--- src/rtl/ctrl_regs.sv ---
// Serial control-register receiver: decodes framed writes from the two-wire host
// link into a register bank, with optional even parity, write strobes and an error count.
module ctrl_regs #(
  parameter int unsigned         ADDR_W      = 4,
  parameter int unsigned         DATA_W      = 8,
  parameter int unsigned         NUM_REGS    = 16,
  parameter int unsigned         PARITY      = 1,
  parameter int unsigned         SYNC_STAGES = 2,
  parameter logic [DATA_W-1:0]   RESET_VAL   = '0
) (
  input  logic                         clk_i,
  input  logic                         rst_n_i,
  input  logic                         ctrl_clk_i,
  input  logic                         ctrl_data_i,
  output logic [NUM_REGS*DATA_W-1:0]   ctrl_o,
  output logic [NUM_REGS-1:0]          wr_stb_o,
  output logic                         busy_o,
  output logic [7:0]                   err_cnt_o
);

  localparam int unsigned FRAME_W = ADDR_W + DATA_W + PARITY;
  localparam int unsigned CNT_W   = $clog2(FRAME_W + 1);
  localparam int unsigned AW1     = ADDR_W + 1;

  typedef enum logic [1:0] {IDLE, RECV, ERR} state_e;

  state_e                   state_q, state_d;
  logic [SYNC_STAGES-1:0]   clk_sync_q, data_sync_q;
  logic                     clk_hist_q, data_hist_q;
  logic [FRAME_W-1:0]       shift_q, shift_d;
  logic [CNT_W-1:0]         cnt_q, cnt_d;
  logic [NUM_REGS-1:0]      wr_stb_d;

  logic                     lnk_clk, lnk_data;
  logic                     start_c, stop_c, bit_c;
  logic [ADDR_W-1:0]        addr_c;
  logic [DATA_W-1:0]        data_c;
  logic                     par_ok_c, addr_ok_c, frame_ok_c;
  logic                     wr_en_c, err_inc_c;

  // Link synchronizers plus one history flop for edge detection
  always_ff @(posedge clk_i or negedge rst_n_i) begin
    if (!rst_n_i) begin
      clk_sync_q  <= '0;
      data_sync_q <= '0;
      clk_hist_q  <= 1'b0;
      data_hist_q <= 1'b0;
    end else begin
      clk_sync_q  <= {clk_sync_q[SYNC_STAGES-2:0], ctrl_clk_i};
      data_sync_q <= {data_sync_q[SYNC_STAGES-2:0], ctrl_data_i};
      clk_hist_q  <= clk_sync_q[SYNC_STAGES-1];
      data_hist_q <= data_sync_q[SYNC_STAGES-1];
    end
  end

  assign lnk_clk  = clk_sync_q[SYNC_STAGES-1];
  assign lnk_data = data_sync_q[SYNC_STAGES-1];
  assign start_c  = lnk_clk & data_hist_q & ~lnk_data;
  assign stop_c   = lnk_clk & ~data_hist_q & lnk_data;
  assign bit_c    = lnk_clk & ~clk_hist_q;

  // Bits arrive LSB first and shift in from the top, so the address lands at bit 0
  assign addr_c     = shift_q[ADDR_W-1:0];
  assign data_c     = shift_q[ADDR_W +: DATA_W];
  assign par_ok_c   = (PARITY == 0) ? 1'b1 : ~(^shift_q);
  assign addr_ok_c  = ({1'b0, addr_c} < AW1'(NUM_REGS));
  assign frame_ok_c = (cnt_q == CNT_W'(FRAME_W)) && par_ok_c && addr_ok_c;

  always_ff @(posedge clk_i or negedge rst_n_i) begin
    if (!rst_n_i) begin
      state_q <= IDLE;
      shift_q <= '0;
      cnt_q   <= '0;
    end else begin
      state_q <= state_d;
      shift_q <= shift_d;
      cnt_q   <= cnt_d;
    end
  end

  // Frame decode; START outranks STOP, which outranks BIT
  always_comb begin
    state_d   = state_q;
    shift_d   = shift_q;
    cnt_d     = cnt_q;
    wr_en_c   = 1'b0;
    err_inc_c = 1'b0;
    unique case (state_q)
      IDLE: begin
        if (start_c) begin
          shift_d = '0;
          cnt_d   = '0;
          state_d = RECV;
        end
      end
      RECV: begin
        if (start_c) begin
          err_inc_c = 1'b1;
          shift_d   = '0;
          cnt_d     = '0;
        end else if (stop_c) begin
          wr_en_c   = frame_ok_c;
          err_inc_c = ~frame_ok_c;
          state_d   = IDLE;
        end else if (bit_c) begin
          if (cnt_q == CNT_W'(FRAME_W)) begin
            state_d = ERR;
          end else begin
            shift_d = {lnk_data, shift_q[FRAME_W-1:1]};
            cnt_d   = cnt_q + CNT_W'(1);
          end
        end
      end
      ERR: begin
        if (start_c) begin
          err_inc_c = 1'b1;
          shift_d   = '0;
          cnt_d     = '0;
          state_d   = RECV;
        end else if (stop_c) begin
          err_inc_c = 1'b1;
          state_d   = IDLE;
        end
      end
      default: state_d = IDLE;
    endcase

    for (int unsigned i = 0; i < NUM_REGS; i++) begin
      wr_stb_d[i] = wr_en_c && (addr_c == ADDR_W'(i));
    end
  end

  // Register bank, strobes, busy flag and saturating error counter
  always_ff @(posedge clk_i or negedge rst_n_i) begin
    if (!rst_n_i) begin
      ctrl_o    <= {NUM_REGS{RESET_VAL}};
      wr_stb_o  <= '0;
      busy_o    <= 1'b0;
      err_cnt_o <= 8'd0;
    end else begin
      wr_stb_o <= wr_stb_d;
      busy_o   <= (state_d != IDLE);
      for (int unsigned i = 0; i < NUM_REGS; i++) begin
        if (wr_stb_d[i]) ctrl_o[i*DATA_W +: DATA_W] <= data_c;
      end
      if (err_inc_c && (err_cnt_o != 8'hFF)) err_cnt_o <= err_cnt_o + 8'd1;
    end
  end

endmodule

--- config.mk ---
export PLATFORM = sky130hd
export DESIGN_NAME = ctrl_regs
export DESIGN_NICKNAME = d
export VERILOG_FILES = /design/src/rtl/ctrl_regs.sv
export SDC_FILE = /design/constraint.sdc
export NUM_CORES = 1
export LEC_CHECK = 0
export CORE_MARGIN = 2
export CORE_UTILIZATION = 48
export CTS_BUF_LIST = sky130_fd_sc_hd__clkbuf_8
export DETAILED_ROUTE_END_ITERATION = 8
export PLACE_DENSITY = 0.79
export SLEW_MARGIN = 20
export SYNTH_ARGS = -nofsm -noshare
export SYNTH_HDL_FRONTEND = slang
export SYNTH_SLANG_ARGS = --single-unit
--- constraint.sdc ---
create_clock -name clk_i -period 2.5 [get_ports clk_i]
set_clock_uncertainty 0.15 [all_clocks]
set_input_delay 0.75 -clock clk_i [delete_from_list [all_inputs] [get_ports clk_i]]
set_output_delay 0.75 -clock clk_i [all_outputs]
set_load 0.02 [all_outputs]
==> results of run 1 <==
==> area by class of cell <==
type	instances	share of cell area, %
clock buffer	19	2.65
clock inverter	11	1.66
timing repair buffer	187	19.2
multi-input combinational	272	28.7
sequential	178	45.1
tap	188	2.38
inverter	9	0.342
==> final timing paths <==
path	start	to	slack [ps]	depth (start not counted)
min reg2reg	data_sync_q[0]	data_sync_q[1]	210	0
max reg2reg	shift_q[3]	ctrl_o[54]	70	8
max in group asynchronous	rst_n_i	ctrl_o[22]	1560	2
min	rst_n_i	wr_stb_o[15]	30	1
max	shift_q[3]	ctrl_o[54]	70	8
min in group clk_i	data_sync_q[0]	data_sync_q[1]	210	0
==> Yosys cell counts (all sizes together), types with 4 or more instances <==
master	instances	area share [%]
mux2	129	20
buf	19	1.5
nand4	19	4.8
inv	9	0.45
o21ai	12	0.81
xnor2	6	0.71
and4	17	2.0
nor2	4	0.20
a21oi	8	0.54
xor2	9	1.1
ha	15	2.5
dfrtp	178	60
nand2	12	0.61
nand3	6	0.40
clkbuf	17	0.89
a22o	10	1.2
==> cells by family after synthesis <==
family / count (synthesis)
AOI/OAI and AO/OA: 37
DFF: 178
and+or+nand+nor: 75
xor gates and xnor gates: 16
muxes: 129
buffers and inverters: 45
adders and majority gates: 15
==> through the flow <==
stage                     instance area [um2]  setup TNS [ps]  total power, uW
after CTS                                9720               0             6780
final                                    9880               0             7230
after detailed placement                 9300            -451             4710
after global routing                     9880           -17.8             7550
after global placement                   9300           -85.4             4670
after floorplan                          7440               0             4280
==> repair_timing <==
item	CTS	global route
cloned	0	2
endpoints found under the setup margin	87	103
buffers inserted	0	4
gates resized for setup	1	19
hold endpoints to repair	0	0
pin swaps	1	3
hold buffers	0	0
==> critical path: stages, from the launching register on <==
cell and delay [ps]:
dfrtp_1 400, inv_2 90, ha_4 200, xor2_2 170, xnor2_1 160, xnor3_2 380
buf_12 200, nand4_4 180, mux2_2 360
==> power groups by stage <==
stage	Combinational [uW]	Clock [uW]	Sequential, uW
floorplan	1150	0	3140
global placement	1560	0	3120
detailed placement	1590	0	3120
CTS	1570	2140	3070
global route	2200	2270	3080
finish	2060	2100	3070
==> layer usage <==
metal | routed length, um | up-vias | track usage (%) | part of all wire [%]
met5 | 0 | - | 0 | 0
met3 | 1380 | 29 | 8.61 | 7.9
met2 | 8060 | 153 | 34.6 | 46
met4 | 344 | 0 | 7.42 | 2.0
met1 | 7660 | 2429 | 28.3 | 44
li1 | - | 2108 | - | -
==> flip-flops by register name, summed over array words and instances, names as in the netlist <==
name / cells
ctrl_o: 128
wr_stb_o: 16
shift_q: 13
err_cnt_o: 8
cnt_q: 4
clk_sync_q: 2
data_sync_q: 2
state_q: 2
busy_o: 1
clk_hist_q: 1
data_hist_q: 1
==> results.ini, run 1 <==
[status]
status=finished, final reports clean

[global_route]
grt_overflow=0
grt_use_total_pct=22.1
grt_pass1_vias=4908
grt_first_pass_wirelength_um=27500
grt_max_degree=51
antenna_found_initial=0

[power]
p_int_uw=4940
clockPowerShare_pct=29.1
sw_frac_of_total_pct=31.7
powerDensity_nw_per_um2=732
power_leakage_uw=0.00473
power_switching_uw=2290
vdd_drop_max_v=0.000859
p_seq_share_pct=42.4
power_frac_comb_pct=28.5

[cells_and_area]
ff_latch_area_um2=4450
nFillCells=1089
final_util_pct=65.0
multiInputGateArea_um2=2840
fin_cells=864
final_common_cell=dfrtp_1
area_delta_synth_final_pct=32.8
final_nets=684
n_antenna_cell=0
layout_common_cells=178 x dfrtp_1, 152 x clkdlybuf4s50_1, 118 x mux2_2
drive_gt1_share_pct=31.7

[timing]
finalSetupViolations=0
worst_pin_slew_ps=627
slew_viol_final=0
relSlewSlack_pct=58.2
finalHoldWorstSlack_ps=28.1
period_minus_slack_ps=2430
hold_viol_final=0
rsz0062_at_grt=true
timing.final.ws_setup_ps=68.2
period_share_pct=97.3
max_freq_mhz=411

[floorplan]
core_um2=15200
io_pins=157
start_util_pct=49.0
die_area_um2=16500
rows=45
die_width_um=129
die_h_um=129

[synth]
synth_top_family_by_area=multiplexers
synth_edf_count=0
ys_seq_area_share_pct=59.8
ys_types=39
synth_compound_area_share_pct=3.53
synthFlopType=dfrtp_1
synth-async-reset-ratio_pct=100
synth.area.mux_share_pct=19.5
synth_seq_cells=178
avgSynthCellArea_um2=15.0
synth.cell_area_um2=7440
yosys_warnings=0
synth_xor_xnor_area_share_pct=2.08
synthSimpleGateAreaFrac_pct=9.63
synth_fp_nets=514
synth_adder_area_share_pct=2.52
synth_cells=495

[place]
dp_hpwl_um=12000
io_buffers=156
dp_cells=828
place_ws_ps=-25.5
gp_congestion=0.838

[worst_setup_path]
crit_path_start_kind=flop
critPathMaxFanout=8
worst_ep_arrival_time_ps=2630
criticalPathCategory=reg2reg
worstPathRequired_ps=2700
end_kind=flop

[clocking]
numCtsBuffers=17
cts_tree=done
path_clk_slew_ps=90
root_buffer=clkbuf_8
cts_sinks=178
clockBufferDepth=2
clk_latency_ps=460
h-tree-depth=4

[route]
wl_per_cell_um=20.2
num_vias=4719
drtIter0Drc=194
ant_nets=0
via_per_inst=5.46
drtPass1Iterations=4
wl_um=17500
drcViolationCount=0

[flow_run]
maxCapViolations=0

[hold_path]
hp-class=in2async

Note: power is estimated with default switching activity, not from simulation.
==> inputs of run 2 (changes only) <==
Settings changed: TNS_END_PERCENT set to 10.
==> results of run 2 <==
Same layout as run 1: the final DEF is identical, and so are final timing and power.
